--- src/rtl/ring_phase_pkg.sv ---
// ---------------------------------------------------------------------------
// ring_phase_pkg
// Shared types and constants for the ring phase monitor:
//   - RING_WIDTH      : width of the upstream one-hot ring counter (8)
//   - phase_t         : binary ring index
//   - state_e         : monitor FSM states (IDLE, TRACK, FAULT)
//   - fault_code_e    : fault codes (none, not one-hot, illegal jump)
//   - next_phase()    : legal successor of a ring index (mod 8)
// ---------------------------------------------------------------------------
package ring_phase_pkg;

    localparam int RING_WIDTH = 8;

    typedef logic [2:0] phase_t;

    typedef enum logic [1:0] {
        ST_IDLE  = 2'b00,
        ST_TRACK = 2'b01,
        ST_FAULT = 2'b10
    } state_e;

    typedef enum logic [1:0] {
        FC_NONE         = 2'b00,
        FC_NOT_ONEHOT   = 2'b01,
        FC_ILLEGAL_JUMP = 2'b10
    } fault_code_e;

    // 3-bit arithmetic wraps 7 -> 0, which is exactly the ring successor.
    function automatic phase_t next_phase(input phase_t p);
        return p + 3'd1;
    endfunction

endpackage

--- src/rtl/onehot_encoder_8.sv ---
// ---------------------------------------------------------------------------
// onehot_encoder_8
// Combinational one-hot to binary index encoder for the 8-bit ring.
// Ports:
//   vec_in     [7:0] : sample from the ring counter
//   idx_out    [2:0] : binary index (meaningful only when onehot_out is 1)
//   onehot_out       : 1 when exactly one bit of vec_in is set
// ---------------------------------------------------------------------------
module onehot_encoder_8
    import ring_phase_pkg::*;
(
    input  logic [RING_WIDTH-1:0] vec_in,
    output phase_t                idx_out,
    output logic                  onehot_out
);

    always_comb begin
        // NOTE: every output of a combinational block gets a default first so
        // no path leaves it unassigned (that would infer a latch).
        idx_out = '0;
        for (int i = 0; i < RING_WIDTH; i++) begin
            if (vec_in[i]) begin
                idx_out = idx_out | phase_t'(i);
            end
        end
        // Non-zero with no second set bit: clearing the lowest set bit leaves 0.
        onehot_out = (vec_in != '0) &&
                     ((vec_in & (vec_in - RING_WIDTH'(1))) == '0);
    end

endmodule

--- src/rtl/ring_phase_monitor.sv ---
// ---------------------------------------------------------------------------
// ring_phase_monitor
// Watches an 8-bit one-hot ring counter, reports its phase, counts completed
// revolutions and flags illegal samples.
// Ports:
//   Clk_In, Reset_In (async, active-high)
//   Enable_In        : sample qualifier; low means Count_In is ignored
//   Clear_In         : synchronous clear of revolutions, fault, stall, state
//   Count_In   [7:0] : one-hot ring state
//   Phase_Out  [2:0] : index of last accepted sample
//   Valid_Out        : high while tracking
//   Rev_Count_Out    : completed revolutions (wraps)
//   Wrap_Pulse_Out   : one-cycle pulse on each 7 -> 0 advance
//   Fault_Out, Fault_Code_Out[1:0] : sticky fault and its cause
//   Stall_Out        : hold watchdog flag
// Build option: define RING_PHASE_MONITOR_STALL_CHECK_EN to include the stall
// watchdog; otherwise Stall_Out is constant 0.
// ---------------------------------------------------------------------------
module ring_phase_monitor
    import ring_phase_pkg::*;
#(
    parameter int REV_WIDTH   = 16,
    parameter int STALL_LIMIT = 32
) (
    input  logic                  Clk_In,
    input  logic                  Reset_In,
    input  logic                  Enable_In,
    input  logic                  Clear_In,
    input  logic [RING_WIDTH-1:0] Count_In,
    output logic [2:0]            Phase_Out,
    output logic                  Valid_Out,
    output logic [REV_WIDTH-1:0]  Rev_Count_Out,
    output logic                  Wrap_Pulse_Out,
    output logic                  Fault_Out,
    output logic [1:0]            Fault_Code_Out,
    output logic                  Stall_Out
);

    phase_t      sample_idx;
    logic        sample_onehot;

    state_e      state_q, state_d;
    phase_t      phase_q, phase_d;
    logic        valid_q, valid_d;
    logic [REV_WIDTH-1:0] rev_q, rev_d;
    logic        wrap_q, wrap_d;
    logic        fault_q, fault_d;
    fault_code_e code_q, code_d;

    onehot_encoder_8 u_enc (
        .vec_in     (Count_In),
        .idx_out    (sample_idx),
        .onehot_out (sample_onehot)
    );

    always_comb begin
        state_d = state_q;
        phase_d = phase_q;
        rev_d   = rev_q;
        wrap_d  = 1'b0;
        fault_d = fault_q;
        code_d  = code_q;

        if (Clear_In) begin
            // Clear wins over any wrap/fault on the same edge; phase is kept.
            state_d = ST_IDLE;
            rev_d   = '0;
            fault_d = 1'b0;
            code_d  = FC_NONE;
        end else if (Enable_In) begin
            case (state_q)
                ST_IDLE: begin
                    // Non-one-hot samples are ignored until the ring settles.
                    if (sample_onehot) begin
                        state_d = ST_TRACK;
                        phase_d = sample_idx;
                    end
                end
                ST_TRACK: begin
                    if (!sample_onehot) begin
                        state_d = ST_FAULT;
                        fault_d = 1'b1;
                        code_d  = FC_NOT_ONEHOT;
                    end else if (sample_idx == phase_q) begin
                        // Hold: legal, nothing moves.
                    end else if (sample_idx == next_phase(phase_q)) begin
                        phase_d = sample_idx;
                        if (phase_q == 3'd7) begin
                            wrap_d = 1'b1;
                            rev_d  = rev_q + REV_WIDTH'(1);
                        end
                    end else begin
                        state_d = ST_FAULT;
                        fault_d = 1'b1;
                        code_d  = FC_ILLEGAL_JUMP;
                    end
                end
                default: begin
                    // FAULT is left only through Clear_In or reset.
                end
            endcase
        end
        valid_d = (state_d == ST_TRACK);
    end

    // NOTE: async reset covers every flop here; there is no storage array, so
    // nothing is left without a defined reset value.
    always_ff @(posedge Clk_In or posedge Reset_In) begin
        if (Reset_In) begin
            state_q <= ST_IDLE;
            phase_q <= '0;
            valid_q <= 1'b0;
            rev_q   <= '0;
            wrap_q  <= 1'b0;
            fault_q <= 1'b0;
            code_q  <= FC_NONE;
        end else begin
            // NOTE: non-blocking assignments so every flop samples pre-edge values.
            state_q <= state_d;
            phase_q <= phase_d;
            valid_q <= valid_d;
            rev_q   <= rev_d;
            wrap_q  <= wrap_d;
            fault_q <= fault_d;
            code_q  <= code_d;
        end
    end

`ifdef RING_PHASE_MONITOR_STALL_CHECK_EN
    localparam int STALL_CW = $clog2(STALL_LIMIT + 1);

    logic [STALL_CW-1:0] stall_cnt_q, stall_cnt_d;
    logic                stall_q, stall_d;
    logic                track_sample;
    logic                hold_evt;
    logic                adv_evt;

    assign track_sample = Enable_In && !Clear_In && (state_q == ST_TRACK) && sample_onehot;
    assign hold_evt     = track_sample && (sample_idx == phase_q);
    assign adv_evt      = track_sample && (sample_idx == next_phase(phase_q));

    always_comb begin
        stall_cnt_d = stall_cnt_q;
        stall_d     = stall_q;
        if (Clear_In) begin
            stall_cnt_d = '0;
            stall_d     = 1'b0;
        end else if (hold_evt) begin
            // Count saturates at the limit; the flag rises on the limit-th hold.
            if (stall_cnt_q < STALL_CW'(STALL_LIMIT)) begin
                stall_cnt_d = stall_cnt_q + STALL_CW'(1);
            end
            if (stall_cnt_q >= STALL_CW'(STALL_LIMIT - 1)) begin
                stall_d = 1'b1;
            end
        end else if (adv_evt) begin
            stall_cnt_d = '0;
        end
    end

    always_ff @(posedge Clk_In or posedge Reset_In) begin
        if (Reset_In) begin
            stall_cnt_q <= '0;
            stall_q     <= 1'b0;
        end else begin
            stall_cnt_q <= stall_cnt_d;
            stall_q     <= stall_d;
        end
    end

    assign Stall_Out = stall_q;
`else
    assign Stall_Out = 1'b0;
`endif

    assign Phase_Out      = phase_q;
    assign Valid_Out      = valid_q;
    assign Rev_Count_Out  = rev_q;
    assign Wrap_Pulse_Out = wrap_q;
    assign Fault_Out      = fault_q;
    assign Fault_Code_Out = code_q;

endmodule
--- config.mk ---
export PLATFORM = sky130hd
export DESIGN_NAME = ring_phase_monitor
export DESIGN_NICKNAME = d
export VERILOG_FILES = /design/src/rtl/ring_phase_pkg.sv /design/src/rtl/onehot_encoder_8.sv /design/src/rtl/ring_phase_monitor.sv
export SDC_FILE = /design/constraint.sdc
export NUM_CORES = 1
export LEC_CHECK = 0
export CORE_UTILIZATION = 50
export DETAILED_ROUTE_END_ITERATION = 12
export GPL_TIMING_DRIVEN = 0
export PLACE_DENSITY_LB_ADDON = 0.08
export SYNTH_ARGS = -nofsm -noshare
export SYNTH_HDL_FRONTEND = slang
export SYNTH_SLANG_ARGS = --single-unit
--- constraint.sdc ---
create_clock -name Clk_In -period 2.3 [get_ports Clk_In]
set_input_delay 0.575 -clock Clk_In [delete_from_list [all_inputs] [get_ports Clk_In]]
set_output_delay 0.575 -clock Clk_In [all_outputs]
set_load 0.02 [all_outputs]
# ---- After elaboration in Yosys (flattened, before gate mapping)
# Index checks and enable logic that the tools add are counted.
# W data, S select, Z words.
dict set report word_totals {
  input_bits 12
  ff_bits 26
  elab_cells 82
  output_inout_bits 25
}
dict set report classes {
  muxes 45
  eq_ne 12
  n_bitwise 2
  n_reduce_logical 13
  add_sub_neg 3
}
# cell count
set op_table {}
lappend op_table {{$mux W16} 7}
lappend op_table {{$mux W2} 14}
lappend op_table {{$mux W3} 8}
lappend op_table {{$add A16 B1 Y16 const B} 1}
lappend op_table {{$mux W1} 14}
lappend op_table {{$reduce_bool A2 Y1} 6}
lappend op_table {{$ne A2 B2 Y1 const B} 5}
lappend op_table {{$and A8 B8 Y8} 1}
lappend op_table {{$logic_not A8 Y1} 1}
lappend op_table {{$reduce_bool A8 Y1} 1}
lappend op_table {{$sub A8 B1 Y8 const B} 1}
lappend op_table {{$reduce_and A7 Y1} 1}
lappend op_table {{$eq A3 B3 Y1} 2}
lappend op_table {{$ne A3 B3 Y1 const B} 2}
lappend op_table {{$pmux W3 S2} 1}
lappend op_table {{$reduce_and A6 Y1} 1}
lappend op_table {{$eq A2 B1 Y1 const B} 2}
lappend op_table {{$pmux W2 S2} 1}
lappend op_table {{$reduce_and A4 Y1} 1}
lappend op_table {{$add A3 B1 Y3 const B} 1}
lappend op_table {{$eq A3 B3 Y1 const B} 1}
lappend op_table {{$logic_not A2 Y1} 1}
lappend op_table {{$logic_and A1 B1 Y1} 1}
lappend op_table {{$not A1 Y1} 1}

# ---- Longest topological paths before layout
# Gate-level depths: netlist of the first run.
dict set report logic_depth {
  word_depth 15
  depth_mapped 8
  ltp_nobuf 6
}

# ---- Cells and area by module
# From an unflattened synthesis of the first run, not the netlist that was laid out.
dict set report unflattened {
  hier_cells 162
  area_unflattened_um2 1586.5
}
# mod n_inst seq_area_each_um2 area_each_um2 cells_per_inst
set modules_own_cells {}
lappend modules_own_cells {ring_phase_monitor 1 650.6 1468.9 148}
lappend modules_own_cells {onehot_encoder_8 1 0.0 117.6 14}

# ---- Worst setup path before layout of the first run
# Ideal clock, no wire load.
dict set report synth_path {
  path_kind {in2reg}
  start {in Count_In[0]}
  end {reg rev_q[8], in the netlist Rev_Count_Out[8]}
  setup_time_ps 78
  n_path_buf 1
  slack_ps -63
  t_required_ps 2222
  stages 6
  t_arrival_ps 2285
  cell_sequence {or4_4 > nor4_2 > o32ai_2 > buf_6 > or4_1 > a21oi_1}
}
dict set report synth_via {
  elab_chain_cells 6
  elab_cells_between_ends 7
  cone_classes {add/sub (1); bitwise (1); reduce/logical (5)}
}
# element line_no
set synth_rtl {}
lappend synth_rtl {{start, declared} ring_phase_monitor.sv:29} ;# input logic [RING_WIDTH-1:0] Count_In,
lappend synth_rtl {{$sub A8 B1 Y8} onehot_encoder_8.sv:28} ;# ((vec_in & (vec_in - RING_WIDTH'(1))) == '0);
lappend synth_rtl {{$and A8 B8 Y8} onehot_encoder_8.sv:28}
lappend synth_rtl {{$logic_not A8 Y1} onehot_encoder_8.sv:28}
lappend synth_rtl {{$logic_and A1 B1 Y1 (*)} onehot_encoder_8.sv:27} ;# onehot_out = (vec_in != '0) &&
lappend synth_rtl {{$reduce_bool A2 Y1 (no source line) (*)} n/a}
lappend synth_rtl {{$reduce_and A6 Y1 (no source line) (*)} n/a}
lappend synth_rtl {{end signal, assigned} ring_phase_monitor.sv:122} ;# rev_q <= rev_d;
lappend synth_rtl {{end, declared} ring_phase_monitor.sv:45} ;# logic [REV_WIDTH-1:0] rev_q, rev_d;
# Mark *: on every way between the ends. The rest lies on a longest branch, timed or not.
# A chain may end at the register's enable or synchronous reset.

# ---- Worst setup path in the final report of the first run
dict set report layout_path {
  start {in Count_In[1]}
  end {reg rev_q[8], in the netlist Rev_Count_Out[8]}
}
dict set report layout_via {
  elab_chain_cells 10
  elab_cells_between_ends 18
  cone_classes {add/sub (1); eq/ne (3); mux (7); bitwise (1); reduce/logical (6)}
}
# element line_no
set layout_rtl {}
lappend layout_rtl {{$mux W1} onehot_encoder_8.sv:22} ;# if (vec_in[i]) begin
lappend layout_rtl {{$mux W2 (2 in series)} onehot_encoder_8.sv:22}
lappend layout_rtl {{$mux W3 (4 in series)} onehot_encoder_8.sv:22}
lappend layout_rtl {{$eq A3 B3 Y1, on equally long branches} {ring_phase_monitor.sv:84, ring_phase_monitor.sv:86}}
lappend layout_rtl {{$ne A2 B2 Y1 (no source line) or $reduce_bool A2 Y1 (tied branches)} n/a}
lappend layout_rtl {{$reduce_and A6 Y1 (no source line) (*)} n/a}
# Marks and branches as above.

==> results of run 1 <==
-- layout by cell type (no fill, tap or decap), drive strengths merged, types with 6 or more instances in the layout --
master and count:
clkdlybuf4s50 27, dfrtp 26, buf 19, a21oi 17, o31ai 15, or4 15, inv 10, clkbuf 9
nand3 7, nand2 6
-- final cells by class --
cell class                 count  area (µm²)
buffer                        11        97.6
clock buffer                   4        36.3
fill                         241         807
inverter                      10        37.5
multi-input combinational    119         965
sequential                    26         651
tap                           44        55.1
timing repair buffer          43         404
-- timing repair --
action | 4_1_cts | 5_1_grt
hold buffers | 0 | 0
setup endpoints to repair | 26 | 21
resized for setup | 38 | 21
pin swaps | 10 | 7
buffers inserted | 5 | 2
cloned | 1 | 0
-- through the flow --
stage / cells / hold slack [ns] / util
floorplan: 167 / 0.478 / -
global placement: 246 / 0.497 / 0.659
detailed placement: 246 / 0.516 / 0.659
CTS: 255 / 0.535 / 0.708
global route: 257 / 0.579 / 0.736
finish: 257 / 0.556 / 0.736
-- report_power, final --
part | switching [µW] | internal (µW)
clock | 136 | 96.6
sequential | 2.01 | 459
combinational | 63.2 | 42.4
total | 201 | 598
-- registers in the layout, indices dropped and copies added (netlist names) --
name            cells
Rev_Count_Out      16
Wrap_Pulse_Out      1
Fault_Out           1
Fault_Code_Out      2
Phase_Out           3
state_q             2
Valid_Out           1
-- worst max path at each step --
stage / start / end / slack (ns) / cells past startpoint
2_1_floorplan: Count_In[0] / Rev_Count_Out[8] / -0.06 / 6
3_3_place_gp: Count_In[6] / Rev_Count_Out[10] / -0.79 / 8
3_5_place_dp: Count_In[6] / Rev_Count_Out[9] / -0.89 / 8
4_1_cts: Count_In[1] / Phase_Out[1] / -0.01 / 8
5_1_grt: Count_In[1] / Rev_Count_Out[12] / -0.1 / 8
6_report: Count_In[1] / Rev_Count_Out[8] / -0.05 / 7
-- critical path, cell delays in order --
cell and delay (ns):
buf_8 0.10, or4_4 0.57, a2111oi_4 0.34, o32ai_4 0.16
buf_2 0.18, or4_1 0.50, a21oi_1 0.17
-- cell families after synthesis --
| kind of cell | Yosys count | synth area share |
|---|---|---|
| mux | 4 | 0.0280 |
| fa+ha+maj | 4 | 0.0296 |
| other cells | 1 | 0.00233 |
| compound gates | 44 | 0.189 |
| flops | 26 | 0.405 |
| simple gates | 61 | 0.247 |
| xor+xnor | 5 | 0.0272 |
| buf+inv | 22 | 0.0716 |
-- per-layer routing --
metal  up-vias  wire length, µm
met5         -                0
met4         0               36
met3         4              159
met2        44             2180
met1       753             1710
li1        722                -
==> flow_metrics.py, run 1 <==
metrics = {
    "run_status": {
        "status": "complete, but fails checks",
        "violations": "setup timing",
    },
    "cells_and_area": {
        "design_area_um2": 2250,
        "diodes": 0,
        "drive_gt1_frac": 0.249,
        "area_growth_pct": 39.7,
        "fin_nets": 229,
    },
    "sta": {
        "fin_skew_ns": 0.00652,
        "fmax_mhz": 425,
        "slew_headroom": 0.326,
        "setup_tns_ns": -0.286,
        "tightest_slew_ns": 1.01,
        "slew_viol_final": 0,
        "hold_viol": 0,
        "setup_viol": 16,
        "fin_ws_ns": -0.0533,
        "grt_setup_unrepaired": "true",
        "final.period_utilization": 1.02,
        "fin_crit_ns": 2.35,
    },
    "place": {
        "gp_congestion": 0.764,
        "io_buffer_count": 35,
        "pre_cts_slack_ns": -0.888,
        "place_area_um2": 2010,
        "place_hpwl_um": 2810,
    },
    "critical_path": {
        "cp_max_fo": 5,
        "critical_path_class": "input port to register",
        "cp.required_ns": 2.54,
        "reg2reg_slack_ns": 0.02,
        "rr_worst_depth": 7,
        "arrival_ns": 2.59,
        "reg2reg_to": "Rev_Count_Out[8]",
        "endpoint_kind": "register",
        "reg2reg_from": "Phase_Out[1]",
        "cp-start-kind": "input port",
    },
    "clocking": {
        "clkTransAtPathRegs_ns": 0.14,
        "numCtsBuffers": 3,
        "clock_sinks": 26,
        "clock_latency_ns": 0.31,
        "htreeDepth": 1,
        "clk_path_buf_depth": 2,
        "cts_tree": "built",
        "cts-root-buf": "clkbuf_4",
    },
    "synthesis": {
        "yosysWarnings": 0,
        "ys_seq_area_frac": 0.405,
        "synth-main-ff-cell": "dfrtp_1",
        "yosysUniqueCellTypes": 44,
        "yosysTopAreaCell": "dfrtp_1",
        "synth_edf_count": 0,
        "ys_seq_elements": 26,
        "synthArstFlopShare": 1.00,
        "synth_commonest_cells": "dfrtp_1 (26), a21oi_1 (17), o31ai_1 (15)",
        "syn_avg_cell_area_um2": 9.63,
        "yosysMostFrequentCell": "dfrtp_1",
        "ys_top_cells_by_area": "dfrtp_1 (40%), o31ai_1 (7.0%), or4_1 (6.5%)",
        "synth.net_count": 182,
        "synthCells": 167,
        "netlist_area_um2": 1610,
        "netlist.area_leader.share": 0.405,
    },
    "floorplanning": {
        "die_area_um2": 3450,
        "fp.dieW_um": 58.7,
        "rows": 20,
        "io_pins": 37,
        "core_area_um2": 3050,
        "dieHeight_um": 58.7,
        "initial_core_util": 0.527,
    },
    "global_routing": {
        "grt_use_met1": 0.284,
        "grtUsageTotal": 0.244,
        "antenna_found_initial": 0,
        "top_usage_layer": "met2",
        "grt_max_degree": 27,
        "grt_use_met3": 0.0308,
        "grt_pass1_vias": 1507,
        "gr-total-overflow": 0,
        "gr-usage-met2": 0.452,
        "grt_pass1_wl_um": 6490,
    },
    "power": {
        "power_density_nw_per_um2": 356,
        "p_total_uw": 799,
        "p_leak_uw": 0.000841,
        "peakVddDrop_v": 0.000233,
    },
    "route": {
        "first_pass_iters": 4,
        "vias": 1523,
        "wl_per_cell_um": 15.9,
        "first_iter_violations": 49,
        "via_per_inst": 5.93,
        "drt_wl_total_um": 4090,
        "post-route-drc-count": 0,
        "antenna_left": 0,
    },
    "worst_hold_path": {
        "min_to": "Valid_Out",
        "hold_depth": 1,
        "hp-class": "register to register",
        "holdCritStartpoint": "state_q[1]",
    },
    "run": {
        "maxCapViolCount": 0,
    },
}
(Power assumes the default switching activity.)
==> run 2: changes to the inputs <==
SETUP_SLACK_MARGIN = 0.05   (was not set)
==> run 2 against run 1 <==
  * The run still ends with setup timing left
  * Via count increased by 4.5%
  * Cell count increased by 1.9%
  * Routed wire length increased by 8.7%
  * Setup slack improved by 0.011 ns
  * Largest cell class unchanged
  * Flip-flop and latch count unchanged
  * First-iteration DRC count increased by 130%
==> flow_metrics.py, run 2 (synthesized netlist as in run 1, its figures left out) <==
metrics = {
    "sta": {
        "hold_viol": 0,
        "grt_setup_unrepaired": "true",
        "holdWs_ns": 0.531,
        "slew_headroom": 0.327,
        "fin_crit_ns": 2.34,
        "final.period_utilization": 1.02,
        "fmax_mhz": 427,
        "slew_viol_final": 0,
        "fin_ws_ns": -0.0421,
        "fin_skew_ns": 0.00675,
        "tightest_slew_ns": 1.01,
        "setup_viol": 10,
    },
    "floorplanning": {
        "initial_core_util": 0.527,
        "fp.dieW_um": 58.7,
        "die_area_um2": 3450,
        "rows": 20,
        "dieHeight_um": 58.7,
        "core_area_um2": 3050,
        "io_pins": 37,
    },
    "critical_path": {
        "rr_worst_depth": 7,
        "endpoint_kind": "register",
        "cpMaxStageDelayCell": "or4_4",
        "cp.required_ns": 2.55,
        "reg2reg_to": "Rev_Count_Out[14]",
        "path_buf_inv": 3,
        "arrival_ns": 2.59,
        "critical_path_class": "input port to register",
        "reg2reg_slack_ns": 0.01,
        "cp_max_fo": 5,
        "cp_slowest_stage_delay_ns": 0.57,
        "reg2reg_from": "Phase_Out[0]",
        "crit_family": "simple AND/OR/NAND/NOR gates",
        "cp-start-kind": "input port",
        "path_cells": "buf_8, or4_4, mux2_4, o32ai_4, buf_6, buf_4, a211o_4, mux2i_1",
    },
    "route": {
        "first_iter_violations": 115,
        "vias": 1591,
        "wl_per_cell_um": 17.0,
        "post-route-drc-count": 0,
        "drt_wl_total_um": 4450,
        "first_pass_iters": 4,
        "via_per_inst": 6.07,
        "antenna_left": 0,
    },
    "place": {
        "gp_congestion": 0.777,
        "placed_cells": 246,
        "io_buffer_count": 35,
        "place_hpwl_um": 2850,
    },
    "power": {
        "power_density_nw_per_um2": 352,
        "peakVddDrop_v": 0.000217,
        "p_total_uw": 804,
        "p_leak_uw": 0.000868,
    },
    "global_routing": {
        "grtUsageTotal": 0.269,
        "grt_use_met1": 0.342,
        "antenna_found_initial": 0,
        "grt_use_met3": 0.0264,
        "grt_max_degree": 27,
        "grt_pass1_vias": 1546,
        "grt_pass1_wl_um": 7150,
        "top_usage_layer": "met2",
        "gr-total-overflow": 0,
        "gr-usage-met2": 0.471,
    },
    "worst_hold_path": {
        "hp-class": "register to register",
        "holdCritStartpoint": "state_q[1]",
        "min_to": "Valid_Out",
        "hold_depth": 1,
    },
    "clocking": {
        "numCtsBuffers": 3,
        "htreeDepth": 1,
        "cts-root-buf": "clkbuf_4",
        "cts_tree": "built",
        "clock_sinks": 26,
        "ctsHoldBuffers": 0,
        "clock_latency_ns": 0.32,
        "clk_path_buf_depth": 2,
        "clkTransAtPathRegs_ns": 0.14,
    },
    "cells_and_area": {
        "fin_nets": 234,
        "final_cell_mix": "clkdlybuf4s50_1 (27), dfrtp_1 (25), a21oi_1 (14)",
        "multi_input_area_um2": 981,
        "fill_cells": 237,
        "largest_reg_flops": 16,
        "drive_gt1_frac": 0.275,
        "instances_no_fill": 262,
        "layout_commonest_cell": "clkdlybuf4s50_1",
        "area_growth_pct": 42.1,
        "ff_latch_area_um2": 652,
        "diodes": 0,
    },
    "run_status": {
        "violations": "setup timing",
        "status": "complete, but fails checks",
    },
    "run": {
        "maxCapViolCount": 0,
    },
}
run 2: worst register-to-register path, stage by stage, from the launching register on:
cell and delay (ns):
dfrtp_2 0.47, ha_2 0.21, ha_4 0.27, xor2_2 0.14, nand4b_1 0.23, buf_6 0.22
or4_1 0.49, a21oi_1 0.17
run 2: worst max path at each step:
| stage | startpoint | endpoint | slack, ns | depth (start not counted) |
|---|---|---|---|---|
| floorplan | Count_In[0] | Rev_Count_Out[8] | -0.06 | 6 |
| global placement | Count_In[6] | Rev_Count_Out[10] | -0.79 | 8 |
| detailed placement | Count_In[6] | Rev_Count_Out[11] | -0.95 | 8 |
| CTS | Count_In[1] | Rev_Count_Out[7] | -0.002 | 7 |
| global route | Count_In[1] | Phase_Out[0] | -0.09 | 8 |
| finish | Count_In[1] | Phase_Out[2] | -0.04 | 8 |
run 2: timing repair:
item,CTS,global route
cloned,2,0
resized for setup,42,29
buffers inserted,7,4
pin swaps,35,12
setup endpoints to repair,26,23
run 2: layer usage:
layer	vias to the layer above	share of wire
met3	8	0.023
met5	-	0
li1	736	-
met4	0	0.018
met1	805	0.42
met2	42	0.54
run 2: through the flow:
stage	util	cell area, µm²	setup WS [ns]	setup TNS (ns)
2_1_floorplan	-	1610	-0.0634	-0.994
3_3_place_gp	0.659	2010	-0.789	-17.46
3_5_place_dp	0.659	2010	-0.954	-20.43
4_1_cts	0.717	2190	-0.00181	-0.00181
5_1_grt	0.748	2280	-0.0926	-1.35
6_report	0.748	2280	-0.0421	-0.205
run 2: power by group:
group | switching [µW] | internal [µW]
sequential | 2.58 | 459
combinational | 63.7 | 45.6
clock | 136 | 96.6
run 2: cell type report:
cell class                 count  share of cell area
multi-input combinational    119               0.429
clock buffer                   4              0.0159
sequential                    26               0.285
buffer                        11              0.0400
tap                           44              0.0241
timing repair buffer          48               0.189
inverter                      10              0.0164
==> run 3: changes to the inputs <==
CELL_PAD_IN_SITES_DETAIL_PLACEMENT = 1   (was not set)
CELL_PAD_IN_SITES_GLOBAL_PLACEMENT = 1   (was not set)
CORE_ASPECT_RATIO = 1.4   (was not set)
CORE_UTILIZATION = 38   (was 50)
==> run 3 against run 2 <==
  * The run ends with DRC, setup timing left
  * Core utilization shrank 9.3 points
  * Worst hold slack gained 0.052 ns
  * Routed wire length grew 33%
  * Clock-buffer cell count shrank 1
  * Clock skew grew 0.0010 ns
  * Cell area grew 14%
  * Setup slack lost 0.070 ns
  * Die area grew 31%
  * Largest cell class unchanged
==> flow_metrics.py, run 3 (synthesized netlist as in run 1, its figures left out) <==
metrics = {
    "power": {
        "power_density_nw_per_um2": 379,
        "peakVddDrop_v": 0.000283,
        "p_leak_uw": 0.000973,
    },
    "clocking": {
        "htreeDepth": 1,
        "clk_path_buf_depth": 2,
        "numCtsBuffers": 3,
        "clock_sinks": 26,
        "cts_tree": "built",
        "clkTransAtPathRegs_ns": 0.10,
        "cts-root-buf": "clkbuf_8",
        "ctsHoldBuffers": 0,
        "clock_latency_ns": 0.28,
    },
    "cells_and_area": {
        "fin_nets": 242,
        "drive_gt1_frac": 0.398,
        "diodes": 0,
        "layout_commonest_cell": "clkdlybuf4s50_1",
        "largest_reg_flops": 16,
        "fill_cells": 397,
        "final_cell_mix": "clkdlybuf4s50_1 (27), dfrtp_1 (25), buf_4 (17)",
        "area_growth_pct": 62.6,
    },
    "critical_path": {
        "cpMaxStageDelayCell": "or4_4",
        "cp_slowest_stage_delay_ns": 0.58,
        "path_cells": "buf_6, or4_4, mux2_4, o32ai_4, buf_6, a211o_4, mux2i_1",
        "arrival_ns": 2.60,
        "path_common_cell": "buf_6",
        "critical_path_class": "input port to register",
        "cp_max_fo": 7,
        "cp.required_ns": 2.49,
        "endpoint_kind": "register",
        "cp-start-kind": "input port",
    },
    "sta": {
        "holdWs_ns": 0.583,
        "fin_crit_ns": 2.41,
        "tightest_slew_ns": 1.11,
        "grt_setup_unrepaired": "true",
        "fin_ws_ns": -0.112,
        "slew_headroom": 0.260,
        "setup_tns_ns": -1.64,
        "fmax_mhz": 415,
        "final.period_utilization": 1.05,
        "hold_viol": 0,
        "fin_skew_ns": 0.00776,
        "slew_viol_final": 0,
        "setup_viol": 25,
    },
    "place": {
        "io_buffer_count": 35,
        "gp_congestion": 0.794,
        "place_hpwl_um": 3450,
    },
    "run": {
        "maxCapViolCount": 0,
    },
    "route": {
        "wl_per_cell_um": 22.0,
        "via_per_inst": 6.34,
        "first_pass_iters": 11,
        "antenna_left": 0,
        "post-route-drc-count": 4,
        "drt_wl_total_um": 5910,
        "vias": 1706,
        "first_iter_violations": 35,
    },
    "floorplanning": {
        "fp.dieW_um": 57.0,
        "io_pins": 37,
        "dieHeight_um": 79.0,
        "rows": 27,
        "die_area_um2": 4500,
        "initial_core_util": 0.403,
        "core_area_um2": 3990,
    },
    "global_routing": {
        "grt_pass1_wl_um": 8710,
        "gr-total-overflow": 0,
        "grt_max_degree": 27,
        "antenna_found_initial": 0,
        "grtUsageTotal": 0.248,
        "grt_pass1_vias": 1799,
    },
    "run_status": {
        "violations": "DRC, setup timing",
        "status": "complete, but fails checks",
    },
    "worst_hold_path": {
        "hp-class": "register to register",
    },
}
run 3: cell count changes in the layout (fill, tap and decap cells not counted), sizes merged:
cell    previous run  this run
clkbuf            10        11
bufinv             0         1
buf               26        32
run 3: worst max-delay path, delay by kind of cell:
kind / cells / cell delay, ns
AO/OA/AOI/OAI: 2 / 0.55
multiplexers: 2 / 0.56
buffers and inverters: 2 / 0.33
AND/OR/NAND/NOR: 1 / 0.58
run 3: repair_timing:
action	4_1_cts	5_1_grt
cloned	4	1
setup buffers	9	9
gates resized for setup	72	37
endpoints found under the setup margin	26	26
pin swaps	45	29
run 3: area by class of cell:
type / instances / area (µm²) / area share
clock buffers: 3 / 41.3 / 0.0158
inverters: 10 / 37.5 / 0.0144
flip-flops and latches: 26 / 652 / 0.249
well taps: 43 / 53.8 / 0.0206
repair buffers: 57 / 541 / 0.207
clock inverters: 1 / 30.0 / 0.0115
multi-input cells: 119 / 1160 / 0.444
plain buffers: 10 / 97.6 / 0.0373
run 3: path summary, 6_finish.rpt:
| check | startpoint | endpoint | slack, ns | cells past startpoint |
|---|---|---|---|---|
| max | Count_In[0] | Phase_Out[0] | -0.11 | 7 |
| min reg2reg | Rev_Count_Out[15] | Rev_Count_Out[15] | 0.58 | 2 |
| max in group asynchronous | Reset_In | Phase_Out[0] | 0.69 | 2 |
| min | Rev_Count_Out[15] | Rev_Count_Out[15] | 0.58 | 2 |
| max reg2reg | Phase_Out[1] | Rev_Count_Out[8] | -0.09 | 9 |
| min in group asynchronous | Reset_In | Rev_Count_Out[5] | 0.87 | 2 |
run 3: where the power goes:
group          total (µW)  leakage (µW)  internal [µW]  switching, µW
registers             461      0.000348            459           2.23
clock network         401     0.0000357            233            168
logic                 128      0.000589           52.9           75.5
run 3: layer usage:
| layer | part of all wire | wire [µm] | GRT usage | vias to the layer above |
|---|---|---|---|---|
| met5 | 0 | 0 | 0 | - |
| met4 | 0.032 | 192 | 0.0976 | 0 |
| met3 | 0.026 | 156 | 0.0244 | 20 |
| met2 | 0.56 | 3330 | 0.487 | 51 |
| met1 | 0.38 | 2230 | 0.263 | 878 |
| li1 | - | - | - | 757 |
run 3: per-stage QoR:
stage               instances  worst slack [ns]  instance area [µm²]   util  power, µW
floorplan                 167           -0.0634                 1610      -        516
global placement          245            -0.868                 2010  0.505        558
detailed placement        245             -1.01                 2010  0.505        563
CTS                       261            -0.114                 2410  0.604        967
global route              269            -0.193                 2610  0.656       1010
finish                    269            -0.112                 2610  0.656        990
